===== config.mk =====
export PLATFORM = sky130hd
export DESIGN_NAME = pipelined_add_sub
export DESIGN_NICKNAME = d
export VERILOG_FILES = /design/src/rtl/pipelined_add_sub.sv
export SDC_FILE = /design/constraint.sdc
export NUM_CORES = 1
export LEC_CHECK = 0
export ABC_AREA = 1
export CAP_MARGIN = 20
export CORE_ASPECT_RATIO = 0.75
export CORE_UTILIZATION = 45
export DETAILED_ROUTE_END_ITERATION = 8
export GPL_TIMING_DRIVEN = 0
export PLACE_DENSITY_LB_ADDON = 0.12
export SLEW_MARGIN = 20
export SYNTH_ARGS = -nofsm -noshare
export SYNTH_HDL_FRONTEND = slang
export SYNTH_SLANG_ARGS = --single-unit

===== constraint.sdc =====
create_clock -name clk -period 9.6 [get_ports clk]
set_input_delay 2.88 -clock clk [delete_from_list [all_inputs] [get_ports clk]]
set_output_delay 2.88 -clock clk [all_outputs]
set_load 0.05 [all_outputs]

===== src/rtl/pipelined_add_sub.sv =====
// Pipelined two's-complement adder/subtractor; the carry chain is cut into
// STAGES equal segments, one register boundary per segment (latency STAGES).
// Backpressure: stall = out_valid && !out_ready freezes every stage; in_ready = !stall.
//
// Ports:
//   clk, rst_n            rising-edge clock, asynchronous active-low reset
//   in_valid / in_ready   operand handshake (a, b, sub; sub=1 selects a-b)
//   out_valid / out_ready result handshake (sum, cout, overflow)
//   cout                  carry out of the MSB (subtract: 1 = no borrow)
//   overflow              signed overflow of the result
//
// Build option: define ADDSUB_SATURATE_EN to clamp sum to the most positive /
// most negative value on signed overflow (applied in the final stage, no extra
// latency). Left undefined, sum wraps modulo 2^WIDTH.

module pipelined_add_sub #(
   parameter int WIDTH  = 32,
   parameter int STAGES = 4
) (
   input  logic             clk,
   input  logic             rst_n,
   input  logic             in_valid,
   output logic             in_ready,
   input  logic [WIDTH-1:0] a,
   input  logic [WIDTH-1:0] b,
   input  logic             sub,
   output logic             out_valid,
   input  logic             out_ready,
   output logic [WIDTH-1:0] sum,
   output logic             cout,
   output logic             overflow
);

   localparam int SEG = WIDTH / STAGES;

   if ((STAGES < 1) || (STAGES > WIDTH) || ((WIDTH % STAGES) != 0)) begin : g_param_check
      $error("pipelined_add_sub: WIDTH must be a multiple of STAGES and 1 <= STAGES <= WIDTH");
   end

   logic             stall;
   logic             out_valid_q;
   logic [WIDTH-1:0] sum_q;
   logic             cout_q;
   logic             overflow_q;

   // Values presented by the last adder segment, before the output register.
   logic             last_vld;
   logic             last_c;
   logic [WIDTH-1:0] last_sum;
   logic             last_a_msb;
   logic             last_bp_msb;

   logic             overflow_d;
   logic [WIDTH-1:0] sum_d;

   // A held result blocks the whole pipe; bubbles are not squeezed out, which
   // keeps in_ready a single gate away from out_ready.
   assign stall    = out_valid_q && !out_ready;
   assign in_ready = !stall;

   // Stage k adds segment k. Its inputs are the ports (k = 0) or the register
   // of stage k-1. Operand bits still to be added (skew) shrink by one segment
   // per stage and are kept right-aligned, so the current segment is always
   // at [SEG-1:0]; finished sum bits (deskew) grow by one segment per stage.
   genvar k;
   for (k = 0; k < STAGES; k++) begin : g_stage
      localparam int RW = WIDTH - k * SEG;   // operand bits not yet added
      localparam int DW = (k + 1) * SEG;     // sum bits known after this stage

      logic          vld_in;
      logic          c_in;
      logic [RW-1:0] a_in;
      logic [RW-1:0] bp_in;
      logic [DW-1:0] s_out;
      logic [SEG:0]  seg_sum;

      if (k == 0) begin : g_src
         assign vld_in = in_valid;
         assign c_in   = sub;            // +1 completes the two's-complement of b
         assign a_in   = a;
         assign bp_in  = sub ? ~b : b;
         assign s_out  = seg_sum[SEG-1:0];
      end else begin : g_src
         assign vld_in = g_stage[k-1].g_reg.vld_q;
         assign c_in   = g_stage[k-1].g_reg.c_q;
         assign a_in   = g_stage[k-1].g_reg.a_q;
         assign bp_in  = g_stage[k-1].g_reg.bp_q;
         assign s_out  = {seg_sum[SEG-1:0], g_stage[k-1].g_reg.s_q};
      end

      assign seg_sum = {1'b0, a_in[SEG-1:0]} + {1'b0, bp_in[SEG-1:0]} + {{SEG{1'b0}}, c_in};

      if (k < STAGES - 1) begin : g_reg
         logic             vld_q;
         logic             c_q;
         logic [RW-SEG-1:0] a_q;
         logic [RW-SEG-1:0] bp_q;
         logic [DW-1:0]    s_q;

         always_ff @(posedge clk or negedge rst_n) begin
            if (!rst_n) begin
               vld_q <= 1'b0;
            end else if (!stall) begin
               vld_q <= vld_in;
            end
         end

         // Datapath carries no reset; only the valid bit qualifies it.
         always_ff @(posedge clk) begin
            if (!stall) begin
               c_q  <= seg_sum[SEG];
               a_q  <= a_in[RW-1:SEG];
               bp_q <= bp_in[RW-1:SEG];
               s_q  <= s_out;
            end
         end
      end else begin : g_last
         assign last_vld    = vld_in;
         assign last_c      = seg_sum[SEG];
         assign last_sum    = s_out;
         assign last_a_msb  = a_in[RW-1];
         assign last_bp_msb = bp_in[RW-1];
      end
   end

   // Same-sign operands giving a result of the other sign.
   assign overflow_d = (last_a_msb == last_bp_msb) && (last_sum[WIDTH-1] != last_a_msb);

`ifdef ADDSUB_SATURATE_EN
   // Overflow direction follows the sign of a: positive a can only overflow upward.
   assign sum_d = !overflow_d ? last_sum
                : last_a_msb  ? {1'b1, {(WIDTH-1){1'b0}}}
                              : {1'b0, {(WIDTH-1){1'b1}}};
`else
   assign sum_d = last_sum;
`endif

   // Output register doubles as the last pipeline boundary. Result fields load
   // only with a valid result so they read zero until the first one arrives.
   always_ff @(posedge clk or negedge rst_n) begin
      if (!rst_n) begin
         out_valid_q <= 1'b0;
         sum_q       <= '0;
         cout_q      <= 1'b0;
         overflow_q  <= 1'b0;
      end else if (!stall) begin
         out_valid_q <= last_vld;
         if (last_vld) begin
            sum_q      <= sum_d;
            cout_q     <= last_c;
            overflow_q <= overflow_d;
         end
      end
   end

   assign out_valid = out_valid_q;
   assign sum       = sum_q;
   assign cout      = cout_q;
   assign overflow  = overflow_q;

endmodule


==> summary.md <==
| Metric | Value |
|---|---|
| Inserted Diodes | 0 |
| Final setup vio count | 0 |
| Drt total wl | around 13000 um |
| Synth Cell Area | 0.007599 sq mm |
| Crit-path leading delay family | buffers and inverters |
| Worst Path Buf+Inv | 4 |
| Die ar. | approximately 0.017 sq mm |
| Share of cells above drive strength 1 | approximately 8.1% |
| Largest net degree at the start of global routing | 117 |
| Status | complete, but fails checks |
| Switching share of power | 34.75% |
| Initial antenna violation count | 0 |
| CTS tree | yes |
| Vias per inst | between 4 and 5 |
| Switch Pwr | 1115 uW |
| Synth unique cells | 29 |
| Root Buffer | clkbuf_16 |
| Synth Area in XOR/XNOR | about 5.4% |
| Part of the power in registers | 42.2% |
| Worst r2r path cells | 6 |
| Port Buffers | 103 |
| Post-Synth Simple-Gate Area | between 10 and 15% |
| Die Span Y | approximately 110 um |
| Crit Reg-Reg Endpoint | g_stage[2].g_reg.c_q$_DFFE_PN_ |
| IO Pins | 105 |
| Final min period | between 8 and 9 ns |
| Compound-cell area share of the yosys netlist | 2.437% |
| Dpl hpwl | ~8800 um |
| Syn_area_per_cell | about 13 sq um |
| Vias | roughly 4300 |
| Total clock buffers created by CTS | 17 |
| Worst-Margin Slew | 0.5898 ns |
| Post CTS Setup Buffer Count | 0 |
| Post-synthesis mux area share | 0% |
| Final hold vios | 0 |
| Critical Path Most Common Cell | clkdlybuf4s50_1 |
| Post-Synth Adder-Cell Area | 6.455% |
| R2R Path Start | g_stage[1].g_reg.c_q$_DFFE_PN_ |
| Fin crit share | between 80% and 90% |
| Largest fanout on the critical path | about 120 |
| Routed len/inst | roughly 14 um |
| RD Place Congestion | 0.8656 |
| Crit-path slowest cell | clkdlybuf4s50_1 |
| Highest Clock Rate | 0.1243 GHz |
| First drt pass iteration count | 7 |
| WHS | around 0.42 ns |
| Die Wd | ~150 um |
| Clock latency on the worst-skew pair | roughly 0.42 ns |
| Most frequent cells in the layout | 162 x nand2_1, 147 x edfxtp_1, 102 x clkdlybuf4s50_1, 41 x xor2_1, 38 x dfrtp_1 |
| Int Pwr | between 2000 and 2500 uW |
| Peak VDD IR | between 0.0002 and 0.00025 V |
| Rel. slew slack | about three fifths |
| Worst Setup EP | in_ready |
| Seq cells post-synth | roughly 190 |
| Syn Nets | around 670 |
| Seq/Total Area, Yosys | between 70% and 80% |
| Core area | ~0.016 sq mm |
| Worst EP required | about 6.7 ns |
| CTS clock-pin slew for the worst setup and hold paths | around 0.070 ns |
| Longest Clk Path Bufs | 2 |
| # DRC | 10 |
| Worst Skew | roughly 0.007 ns |
| Worst path depth | 5 |
| HP Class | flop to flop |
| Crit. End Element | output port |
| Vias in the first global route | approximately 4200 |
| Net count, final | 795 |
| Remaining antenna violation count | 0 |
| Area delta synth->final | 26.36% |
| Slowest stage delay, CP | about 0.91 ns |
| R2R setup slack | between 7 and 8 ns |
| Max-slew violation count | 0 |
| # rows | 40 |
| GRT overflow | 0 |
| H-tree Lvls | 4 |
| GR Util All Layers | 15.62% |
| Clock share of power | 23.8% |
| Clock Sinks | approximately 190 |
| Total power draw | between 3000 and 4000 uW |
| Maxcap violations | 0 |
| Starting density of the core | between 40 and 50% |
| Post-DP Area | around 0.0089 sq mm |
| Post-Syn Instances | approximately 570 |
| Commonest non-fill, non-tap cell in the layout | nand2_1 |
| Worst Path Arrival | around 5.2 ns |
| Startpoint types | input pin |
| Post-route cell area | ~0.0096 sq mm |
| Failing checks | DRC |
| Logic gate share of total power | between 30% and 40% |
| RSZ-0062 raised after global routing | false |
| Largest family of logic cells by synthesized area | simple AND/OR/NAND/NOR gates |
| Ys Warns | 0 |
| Cell area power density | ~330 mW/mm^2 |
| Crit path from | out_ready |
| Lkg Pwr | about 0.004 uW |
| Post_cts resized | 0 |
| Critical path type | input pin to output port |
| CTS Hold Buffers Added | 0 |
| Worst path cell trace | clkdlybuf4s50_1, nor2_4, inv_8, buf_16, clkdlybuf4s50_1 |
| First-pass GRT wire length | slightly above 20000 um |
| Initial DRC Count | just under 300 |
==> per-stage QoR <==
step / setup WS, ns / util [%] / instances / setup TNS [ns]
after floorplan: 0.5935 / - / 567 / 0
after global placement: -2.154 / 54.67 / 880 / -2.154
after detailed placement: 1.562 / 54.98 / 882 / 0
after CTS: 1.562 / 59.03 / 914 / 0
after global routing: 1.491 / 59.03 / 914 / 0
final: 1.554 / 59.03 / 914 / 0
==> sequential cells by signal, summed over array words and instances, names as in the netlist <==
name	flops
g_stage.g_reg.a_q	48
g_stage.g_reg.bp_q	48
g_stage.g_reg.s_q	48
sum	32
g_stage.g_reg.c_q	3
g_stage.g_reg.vld_q	3
cout	1
out_valid	1
overflow	1
==> power by group through the flow <==
stage / clock network (uW) / logic, uW / registers [uW]
2_1_floorplan: 0 / 517 / 1610
3_3_place_gp: 0 / 1070 / 1390
3_5_place_dp: 0 / 1100 / 1380
4_1_cts: 782 / 1100 / 1360
5_1_grt: 816 / 1200 / 1390
6_report: 764 / 1090 / 1350
==> cells by family (layout without fill, tap and decap cells) <==
family,Yosys count,count (layout)
simple gates,218,218
flops,185,185
buf+inv,51,188
xor+xnor,47,47
fa+ha+maj,35,35
compound gates,31,31
==> layer usage <==
layer / GRT usage (%) / vias up / routed length (um)
li1: - / 2182 / -
met1: 19.72 / 2042 / 5763
met2: 25.74 / 103 / 6170
met3: 5.148 / 11 / 589
met4: 4.898 / 0 / 148
met5: 0 / - / 0
==> cell usage after synthesis <==
| cell type | number | share of area, % |
|---|---|---|
| nor3_1 | 1 | 0.066 |
| nand4_1 | 11 | 0.91 |
| xnor2_1 | 6 | 0.69 |
| inv_2 | 4 | 0.20 |
| buf_2 | 3 | 0.20 |
| dfrtp_1 | 38 | 13 |
| a21oi_1 | 19 | 1.3 |
| o21ai_0 | 1 | 0.066 |
| xor2_1 | 41 | 4.7 |
| inv_1 | 36 | 1.8 |
| nand3_1 | 29 | 1.9 |
| ha_1 | 28 | 4.6 |
| nand2_1 | 162 | 8.0 |
| o21ai_1 | 3 | 0.20 |
| o21ai_4 | 1 | 0.21 |
| o21a_1 | 1 | 0.099 |
| buf_4 | 7 | 0.69 |
| inv_4 | 1 | 0.082 |
| nand2_2 | 3 | 0.25 |
| edfxtp_1 | 147 | 58 |
| a21o_1 | 2 | 0.20 |
| fa_1 | 7 | 1.8 |
| a21oi_2 | 1 | 0.12 |
| a21boi_1 | 2 | 0.20 |
| or2_1 | 3 | 0.25 |
| nor2_8 | 1 | 0.26 |
| nor2_1 | 7 | 0.35 |
| o211ai_1 | 1 | 0.099 |
| nor2_4 | 1 | 0.15 |
==> final cells by class <==
| type | count | area, sq um |
|---|---|---|
| buffer | 10 | 67.56 |
| clock buffer | 18 | 439.2 |
| clock inverter | 14 | 220.2 |
| fill | 1298 | 6664 |
| inverter | 41 | 163.9 |
| multi-input combinational | 331 | 2009 |
| sequential | 185 | 5365 |
| tap | 210 | 262.8 |
| timing repair buffer | 105 | 1074 |
==> worst min path at each step <==
| stage | from | to | slack [ns] | cells past startpoint |
|---|---|---|---|---|
| finish | g_stage[0].g_reg.a_q[12]$_DFFE_PN_ | g_stage[1].g_reg.a_q[4]$_DFFE_PN_ | 0.42 | 0 |
| global route | g_stage[0].g_reg.bp_q[10]$_DFFE_PN_ | g_stage[1].g_reg.bp_q[2]$_DFFE_PN_ | 0.42 | 0 |
| CTS | g_stage[1].g_reg.s_q[14]$_DFFE_PN_ | g_stage[2].g_reg.s_q[14]$_DFFE_PN_ | 0.42 | 0 |
| detailed placement | g_stage[0].g_reg.a_q[18]$_DFFE_PN_ | g_stage[1].g_reg.a_q[10]$_DFFE_PN_ | 0.40 | 0 |
| global placement | g_stage[1].g_reg.bp_q[8]$_DFFE_PN_ | g_stage[2].g_reg.bp_q[0]$_DFFE_PN_ | 0.40 | 0 |
| floorplan | g_stage[0].g_reg.a_q[8]$_DFFE_PN_ | g_stage[1].g_reg.a_q[0]$_DFFE_PN_ | 0.40 | 0 |
Note: power is estimated with default switching activity, not from simulation.
